$ cat src/rtl/bar_height_feeder_if.sv
// Update-event handshake plus visualizer row-height write port.
// slave  : the feeder (consumes events, drives the BRAM write port)
// master : the processor side / observer (produces events, sees the writes)
interface bar_height_feeder_if #(
   parameter int SCREEN_HEIGHT = 42
) ();
   localparam int AW = $clog2(SCREEN_HEIGHT);

   logic          valid_in;
   logic [AW-1:0] addr_in;
   logic [31:0]   value_in;
   logic          ready_out;
   logic          tg_write_en;
   logic [AW-1:0] tg_addr;
   logic [31:0]   tg_input;

   modport slave (
      input  valid_in, addr_in, value_in,
      output ready_out, tg_write_en, tg_addr, tg_input
   );

   modport master (
      output valid_in, addr_in, value_in,
      input  ready_out, tg_write_en, tg_addr, tg_input
   );
endinterface

$ cat src/rtl/bar_height_feeder.sv
// bar_height_feeder: buffers (row, value) updates in a small FIFO, converts
// each value to a clamped bar height and writes it to the visualizer BRAM
// only when it differs from the height already stored for that row.
// After reset or clear_in every row is swept to zero first.
// Optional macro BAR_LOG_SCALE_EN: height = MSB index + 1 instead of value >> SHIFT.
module bar_height_feeder #(
   parameter int SCREEN_WIDTH  = 76,
   parameter int SCREEN_HEIGHT = 42,
   parameter int FIFO_DEPTH    = 8,
   parameter int SHIFT         = 0
) (
   input  logic               proc_clk_in,
   input  logic               rst_in,
   input  logic               clear_in,
   input  logic               freeze_in,
   bar_height_feeder_if.slave bus,
   output logic               busy_out,
   output logic [15:0]        drop_count_out
);
   localparam int AW = $clog2(SCREEN_HEIGHT);
   localparam int HW = $clog2(SCREEN_WIDTH + 1);
   localparam int PW = $clog2(FIFO_DEPTH);

   typedef enum logic [0:0] {ST_CLEAR = 1'b0, ST_RUN = 1'b1} state_t;

   state_t        r_state, w_state_nxt;
   logic [AW-1:0] r_sweep, w_sweep_nxt;
   logic [AW-1:0] r_fifo_addr [FIFO_DEPTH];
   logic [31:0]   r_fifo_val  [FIFO_DEPTH];
   logic [PW-1:0] r_wr_ptr, r_rd_ptr;
   logic [PW:0]   r_count;
   logic [HW-1:0] r_shadow [SCREEN_HEIGHT];
   logic          r_we;
   logic [AW-1:0] r_addr;
   logic [HW-1:0] r_height;
   logic [15:0]   r_drop;

   logic          w_full, w_empty, w_ready, w_accept, w_in_range;
   logic          w_push, w_pop, w_sweep_last, w_changed;
   logic [AW-1:0] w_head_addr;
   logic [HW-1:0] w_height;

   // Raw value to bar height in cells, clamped to the screen width.
   function automatic logic [HW-1:0] f_height(input logic [31:0] v);
      logic [31:0] h;
`ifdef BAR_LOG_SCALE_EN
      h = 32'd0;
      for (int i = 0; i < 32; i++) begin
         h = v[i] ? 32'(i + 1) : h;
      end
`else
      h = v >> SHIFT;
`endif
      h = (h > 32'(SCREEN_WIDTH)) ? 32'(SCREEN_WIDTH) : h;
      return h[HW-1:0];
   endfunction

   assign w_full       = (r_count == (PW+1)'(FIFO_DEPTH));
   assign w_empty      = (r_count == {(PW+1){1'b0}});
   assign w_sweep_last = (r_sweep == AW'(SCREEN_HEIGHT - 1));
   assign w_ready      = (r_state == ST_RUN) && !w_full && !clear_in;
   assign w_accept     = bus.valid_in && w_ready;
   assign w_in_range   = (32'(bus.addr_in) < 32'(SCREEN_HEIGHT));
   assign w_push       = w_accept && w_in_range;
   assign w_pop        = (r_state == ST_RUN) && !w_empty && !freeze_in && !clear_in;
   assign w_head_addr  = r_fifo_addr[r_rd_ptr];
   assign w_height     = f_height(r_fifo_val[r_rd_ptr]);
   assign w_changed    = (w_height != r_shadow[w_head_addr]);

   assign bus.ready_out = w_ready;
   assign busy_out      = (r_state == ST_CLEAR) || !w_empty;
   assign drop_count_out = r_drop;

   // State and sweep index register.
   always_ff @(posedge proc_clk_in) begin
      if (rst_in) begin
         r_state <= ST_CLEAR;
         r_sweep <= {AW{1'b0}};
      end else begin
         r_state <= w_state_nxt;
         r_sweep <= w_sweep_nxt;
      end
   end

   // Next-state logic: clear_in restarts the sweep from any state.
   always_comb begin
      w_state_nxt = r_state;
      w_sweep_nxt = r_sweep;
      if (clear_in) begin
         w_state_nxt = ST_CLEAR;
         w_sweep_nxt = {AW{1'b0}};
      end else begin
         case (r_state)
            ST_CLEAR: begin
               if (w_sweep_last) begin
                  w_state_nxt = ST_RUN;
                  w_sweep_nxt = {AW{1'b0}};
               end else begin
                  w_state_nxt = ST_CLEAR;
                  w_sweep_nxt = r_sweep + AW'(1);
               end
            end
            ST_RUN: begin
               w_state_nxt = ST_RUN;
               w_sweep_nxt = {AW{1'b0}};
            end
            default: begin
               w_state_nxt = ST_CLEAR;
               w_sweep_nxt = {AW{1'b0}};
            end
         endcase
      end
   end

   // FIFO storage; no reset needed, occupancy is tracked separately.
   always_ff @(posedge proc_clk_in) begin
      if (w_push) begin
         r_fifo_addr[r_wr_ptr] <= bus.addr_in;
         r_fifo_val[r_wr_ptr]  <= bus.value_in;
      end
   end

   // FIFO pointers and occupancy; clear_in flushes.
   always_ff @(posedge proc_clk_in) begin
      if (rst_in || clear_in) begin
         r_wr_ptr <= {PW{1'b0}};
         r_rd_ptr <= {PW{1'b0}};
         r_count  <= {(PW+1){1'b0}};
      end else begin
         if (w_push) r_wr_ptr <= r_wr_ptr + PW'(1);
         if (w_pop)  r_rd_ptr <= r_rd_ptr + PW'(1);
         case ({w_push, w_pop})
            2'b10:   r_count <= r_count + (PW+1)'(1);
            2'b01:   r_count <= r_count - (PW+1)'(1);
            default: r_count <= r_count;
         endcase
      end
   end

   // Shadow copy of the heights currently held in the visualizer BRAM.
   always_ff @(posedge proc_clk_in) begin
      if (rst_in) begin
         for (int i = 0; i < SCREEN_HEIGHT; i++) r_shadow[i] <= {HW{1'b0}};
      end else if (r_state == ST_CLEAR) begin
         r_shadow[r_sweep] <= {HW{1'b0}};
      end else if (w_pop && w_changed) begin
         r_shadow[w_head_addr] <= w_height;
      end
   end

   // Write stage: register a write only when the popped height is new.
   always_ff @(posedge proc_clk_in) begin
      if (rst_in) begin
         r_we     <= 1'b0;
         r_addr   <= {AW{1'b0}};
         r_height <= {HW{1'b0}};
      end else if (r_state == ST_CLEAR) begin
         r_we     <= 1'b0;
         r_addr   <= r_sweep;
         r_height <= {HW{1'b0}};
      end else if (w_pop && w_changed) begin
         r_we     <= 1'b1;
         r_addr   <= w_head_addr;
         r_height <= w_height;
      end else begin
         r_we     <= 1'b0;
      end
   end

   // Rejected out-of-range event counter, saturating.
   always_ff @(posedge proc_clk_in) begin
      if (rst_in) begin
         r_drop <= 16'd0;
      end else if (w_accept && !w_in_range && (r_drop != 16'hFFFF)) begin
         r_drop <= r_drop + 16'd1;
      end
   end

   // BRAM port: the sweep drives it directly, otherwise the write stage.
   always_comb begin
      if (r_state == ST_CLEAR) begin
         bus.tg_write_en = 1'b1;
         bus.tg_addr     = r_sweep;
         bus.tg_input    = 32'd0;
      end else begin
         bus.tg_write_en = r_we;
         bus.tg_addr     = r_addr;
         bus.tg_input    = {{(32-HW){1'b0}}, r_height};
      end
   end
endmodule

$ cat src/flat_wrapper.sv
// flat-port wrapper written by rule: the top's interface ports become plain ports
module bar_height_feeder_flat 
#(
   parameter int SCREEN_WIDTH  = 76,
   parameter int SCREEN_HEIGHT = 42,
   parameter int FIFO_DEPTH    = 8,
   parameter int SHIFT         = 0
)
  (proc_clk_in, rst_in, clear_in, freeze_in, busy_out, drop_count_out, bus_valid_in, bus_addr_in, bus_value_in, bus_ready_out, bus_tg_write_en, bus_tg_addr, bus_tg_input);
  bar_height_feeder_if #(.SCREEN_HEIGHT(SCREEN_HEIGHT)) bus_i ();
  input  logic proc_clk_in;
  input  logic rst_in;
  input  logic clear_in;
  input  logic freeze_in;
  output logic busy_out;
  output logic [15:0] drop_count_out;
  input wire logic [$bits(bus_i.valid_in)-1:0] bus_valid_in;
  input wire logic [$bits(bus_i.addr_in)-1:0] bus_addr_in;
  input wire logic [$bits(bus_i.value_in)-1:0] bus_value_in;
  output wire logic [$bits(bus_i.ready_out)-1:0] bus_ready_out;
  output wire logic [$bits(bus_i.tg_write_en)-1:0] bus_tg_write_en;
  output wire logic [$bits(bus_i.tg_addr)-1:0] bus_tg_addr;
  output wire logic [$bits(bus_i.tg_input)-1:0] bus_tg_input;
  assign bus_i.valid_in = bus_valid_in;
  assign bus_i.addr_in = bus_addr_in;
  assign bus_i.value_in = bus_value_in;
  assign bus_ready_out = bus_i.ready_out;
  assign bus_tg_write_en = bus_i.tg_write_en;
  assign bus_tg_addr = bus_i.tg_addr;
  assign bus_tg_input = bus_i.tg_input;
  bar_height_feeder #(.SCREEN_WIDTH(SCREEN_WIDTH), .SCREEN_HEIGHT(SCREEN_HEIGHT), .FIFO_DEPTH(FIFO_DEPTH), .SHIFT(SHIFT)) u_core (.proc_clk_in(proc_clk_in), .rst_in(rst_in), .clear_in(clear_in), .freeze_in(freeze_in), .bus(bus_i), .busy_out(busy_out), .drop_count_out(drop_count_out));
endmodule
$ cat config.mk
export PLATFORM = sky130hd
export DESIGN_NAME = bar_height_feeder_flat
export DESIGN_NICKNAME = d
export VERILOG_FILES = /design/src/rtl/bar_height_feeder_if.sv /design/src/rtl/bar_height_feeder.sv /design/src/flat_wrapper.sv
export SDC_FILE = /design/constraint.sdc
export NUM_CORES = 1
export LEC_CHECK = 0
export ABC_AREA = 0
export CAP_MARGIN = 20
export CORE_MARGIN = 2
export CORE_UTILIZATION = 35
export CTS_CLUSTER_SIZE = 28
export DETAILED_ROUTE_END_ITERATION = 10
export MAX_ROUTING_LAYER = met4
export PLACE_DENSITY = 0.47
export SLEW_MARGIN = 15
export SYNTH_ARGS = -nofsm -noshare
export SYNTH_HDL_FRONTEND = slang
export SYNTH_SLANG_ARGS = --single-unit
export TNS_END_PERCENT = 30
$ cat constraint.sdc
create_clock -name proc_clk_in -period 14.71 [get_ports proc_clk_in]
set_clock_uncertainty 0.2 [all_clocks]
set_input_delay 1.471 -clock proc_clk_in [delete_from_list [all_inputs] [get_ports proc_clk_in]]
set_output_delay 1.471 -clock proc_clk_in [all_outputs]
set_load 0.02 [all_outputs]
==> impl_results.md <==
* Outcome: finished, final reports clean
* Sequential Power Share at 0.532
* Hold Path Class: register to register
* WS Path Type: register to register
* Dpl hpwl at 66500 um
* Final core occ at 0.403
* Number of port buffers at 74
* Postcts setup bufs at 0
* Post-Syn Instances at 2470
* Final GP Congestion at between 0.8 and 0.9
* Num CTS Buffers at 87
* Max VDD drop at around 0.089 mV
* Combinational Power Share at 0.018
* Largest stage delay on the critical path at 0.97 ns
* Avg Inst Size Synth at 13.9 um2
* Post-synth EDFFs at roughly 750
* DR pass1 iterations at 7
* Min Clock Period, post-route at 8.64 ns
* Layout cell share with drive strength beyond 1 at 0.123
* PwrDens at ~120 nW/um2
* Die height at approximately 320 um
* DR WL/cell at roughly 26 um
* Clk Latency, worst-skew pair at 0.68 ns
* Top cells by area in the synthesized netlist: edfxtp_1 66%, mux2i_1 4.6%, nor2_1 4.1%
* Buf/Inv on CP at 4
* Starting density of the core at 0.354
* Synth Register Bits at ~800
* GRT overflow at 0
* Largest area contributor in the netlist: edfxtp_1
* Largest net degree at the start of global routing at between 100 and 150
* Flop2flop setup slack at between 6 and 7 ns
* Internal at roughly 0.0038 W
* Htree depth at 3
* Crit-path cells: buf_4 -> clkinv_1 -> mux4_4 -> buf_12 -> mux4_2 -> a22o_1 -> o311ai_0 -> o41ai_2 -> mux2i_1 -> mux2_4 -> a41oi_4 -> nand3_2 -> inv_1
* Switch Pwr at roughly 0.00099 W
* Die X-Extent at approximately 320 um
* CTS tree: done
* Worst-margin pin slew at around 1.0 ns
* Final Cycle Share at 0.588
* Top-level I/O count at 100
* Vias/cell at roughly 5.4
* CTS Hold Bufs at 0
* FF/Latch Area at between 20000 and 25000 um2
* Fillers at ~9000
* Core ar. at 96900 um2
* Highest clock rate at between 100 and 150 MHz
* Setup crit start kind: register
* Commonest non-fill, non-tap cell in the layout: edfxtp_1
* Worst Path Arrival at just under 9 ns
* Unrepaired setup endpoints after global routing: no
* Switching share of total power at 0.209
* Yosys warns at 0
* Clk slew on worst S/H paths at about 0.060 ns
* CTS resizes at 0
* Synth Flop Type: edfxtp_1
* Initial DRC count at 1754
* Fin nets at between 2000 and 3000
* Max stage delay cell, worst path: nand3_2
* Mapped Area at between 30000 and 40000 um2
* Initial antenna violation count at 2
* CP max FO at ~120
* FP Rows at around 110
* Clk buf depth at 3
* Multi-input logic area at about 9900 um2
* Clock sinks at 802
* Total number of vias at between 20000 and 25000
* Req. time, crit path at between 10 and 15 ns
* Number of failing hold endpoints at the final stage at 0
* Ys async rst share at 0
* Final setup violating endpoints at 0
* P_leak at 12.7 nW
* Rel. slew slack at 0.301
* Power Total at ~0.0048 W
* Post-synth cell types at 97
* Min-Delay Startpoint: u_core.r_height[2]
* Vias in the first global route at 20921
* Delay-heaviest family, CP: buffers and inverters
* Most frequent cells in the layout: 752 x edfxtp_1, 367 x nor2_1, 307 x nand2_1
* Slew Viols, Final at 0
* Clock power share at 0.450
* DRC at 0
* Root Buffer: clkbuf_16
* Residual antenna-violating net count after detailed routing at 0
* Layout area overhead at 13.8%
* Die area at about 100000 um2
* Top cell type's share of synthesized area at 0.658
* Crit. End Element: register
* Setup tns final at 0 ns
* Max-capacitance violation count at 0
* Routed WL at 101000 um
* Total track usage at 0.209
* Register area share after synthesis at 0.688
* First-pass GRT wire length at 148000 um
sequential cells by signal, indices dropped and copies added, names as in the netlist, named ones only:
signal                 count
u_core.r_count             4
u_core.r_addr              6
u_core.r_we                1
u_core.r_fifo_addr        48
u_core.r_rd_ptr            3
u_core.r_height            7
u_core.r_wr_ptr            3
u_core.r_sweep             6
u_core.r_shadow          448
u_core.r_state             1
u_core.r_fifo_val        256
u_core.drop_count_out     16
power by group through the flow:
stage | registers (W) | logic [W] | clock network (W)
after floorplan | 0.00257 | 0.0000458 | 0
after global placement | 0.00257 | 0.0000871 | 0
after detailed placement | 0.00258 | 0.0000882 | 0
after CTS | 0.00253 | 0.0000884 | 0.00217
after global routing | 0.00253 | 0.0000946 | 0.00226
final | 0.00253 | 0.0000874 | 0.00214
metrics by stage:
stage	hold slack, ns	cell area [um2]	worst slack [ns]	std cells
after global placement	0.260	36200	6.14	3729
after floorplan	0.254	34400	8.71	2494
after detailed placement	0.278	36300	6.01	3731
after CTS	0.286	39000	5.95	3892
after global routing	0.309	39000	5.49	3894
final	0.285	39000	6.07	3895
cells by family (layout without fill, tap and decap cells):
logic type      count (synthesis)  in the layout  synth area share
simple gates                  993            993             0.129
flops                         802            802             0.688
other cells                     1             28          0.000109
compound gates                202            202            0.0492
buf+inv                       190            312            0.0304
fa+ha+maj                       9              9           0.00350
xor+xnor                       28             28           0.00715
mux                           245            245            0.0932
synth_stat cells (25+ instances only):
library cell	instances
a21oi_1	30
buf_2	47
buf_4	38
clkbuf_1	45
dfxtp_1	50
edfxtp_1	752
inv_1	27
mux2_2	25
mux2i_1	159
mux4_2	55
nand2_1	309
nand2b_1	25
nand3_1	80
nor2_1	371
nor3_1	48
nor4_1	47
metal layers:
metal | global-route usage | up-vias | part of all wire
li1 | - | 9353 | -
met4 | 0.0534 | 0 | 0.024
met2 | 0.333 | 676 | 0.48
met1 | 0.279 | 10747 | 0.44
met5 | - | - | 0
met3 | 0.0346 | 168 | 0.057
worst paths after layout:
| kind | cells after the start | endpoint |
|---|---|---|
| worst max-delay path | 13 | u_core.r_shadow[50][1] |
| worst min-delay path | 2 | u_core.r_height[2] |
| worst max register to register | 13 | u_core.r_shadow[50][1] |
| worst min register to register | 2 | u_core.r_height[2] |
worst min-delay path, stage by stage, from the launching register on:
cell,delay [ns]
dfxtp_1,0.30
nand2_1,0.06
o21ai_0,0.07
area by class of cell:
| type | count | area share |
|---|---|---|
| Clock buffer | 106 | 0.0576 |
| Tap cell | 1276 | 0.0409 |
| Clock inverter | 55 | 0.0130 |
| Antenna cell | 3 | 0.000192 |
| Multi-Input combinational cell | 1502 | 0.253 |
| Timing Repair Buffer | 121 | 0.0284 |
| Inverter | 30 | 0.00288 |
| Sequential cell | 802 | 0.604 |
No activity file was read; power rests on OpenSTA's default activity.
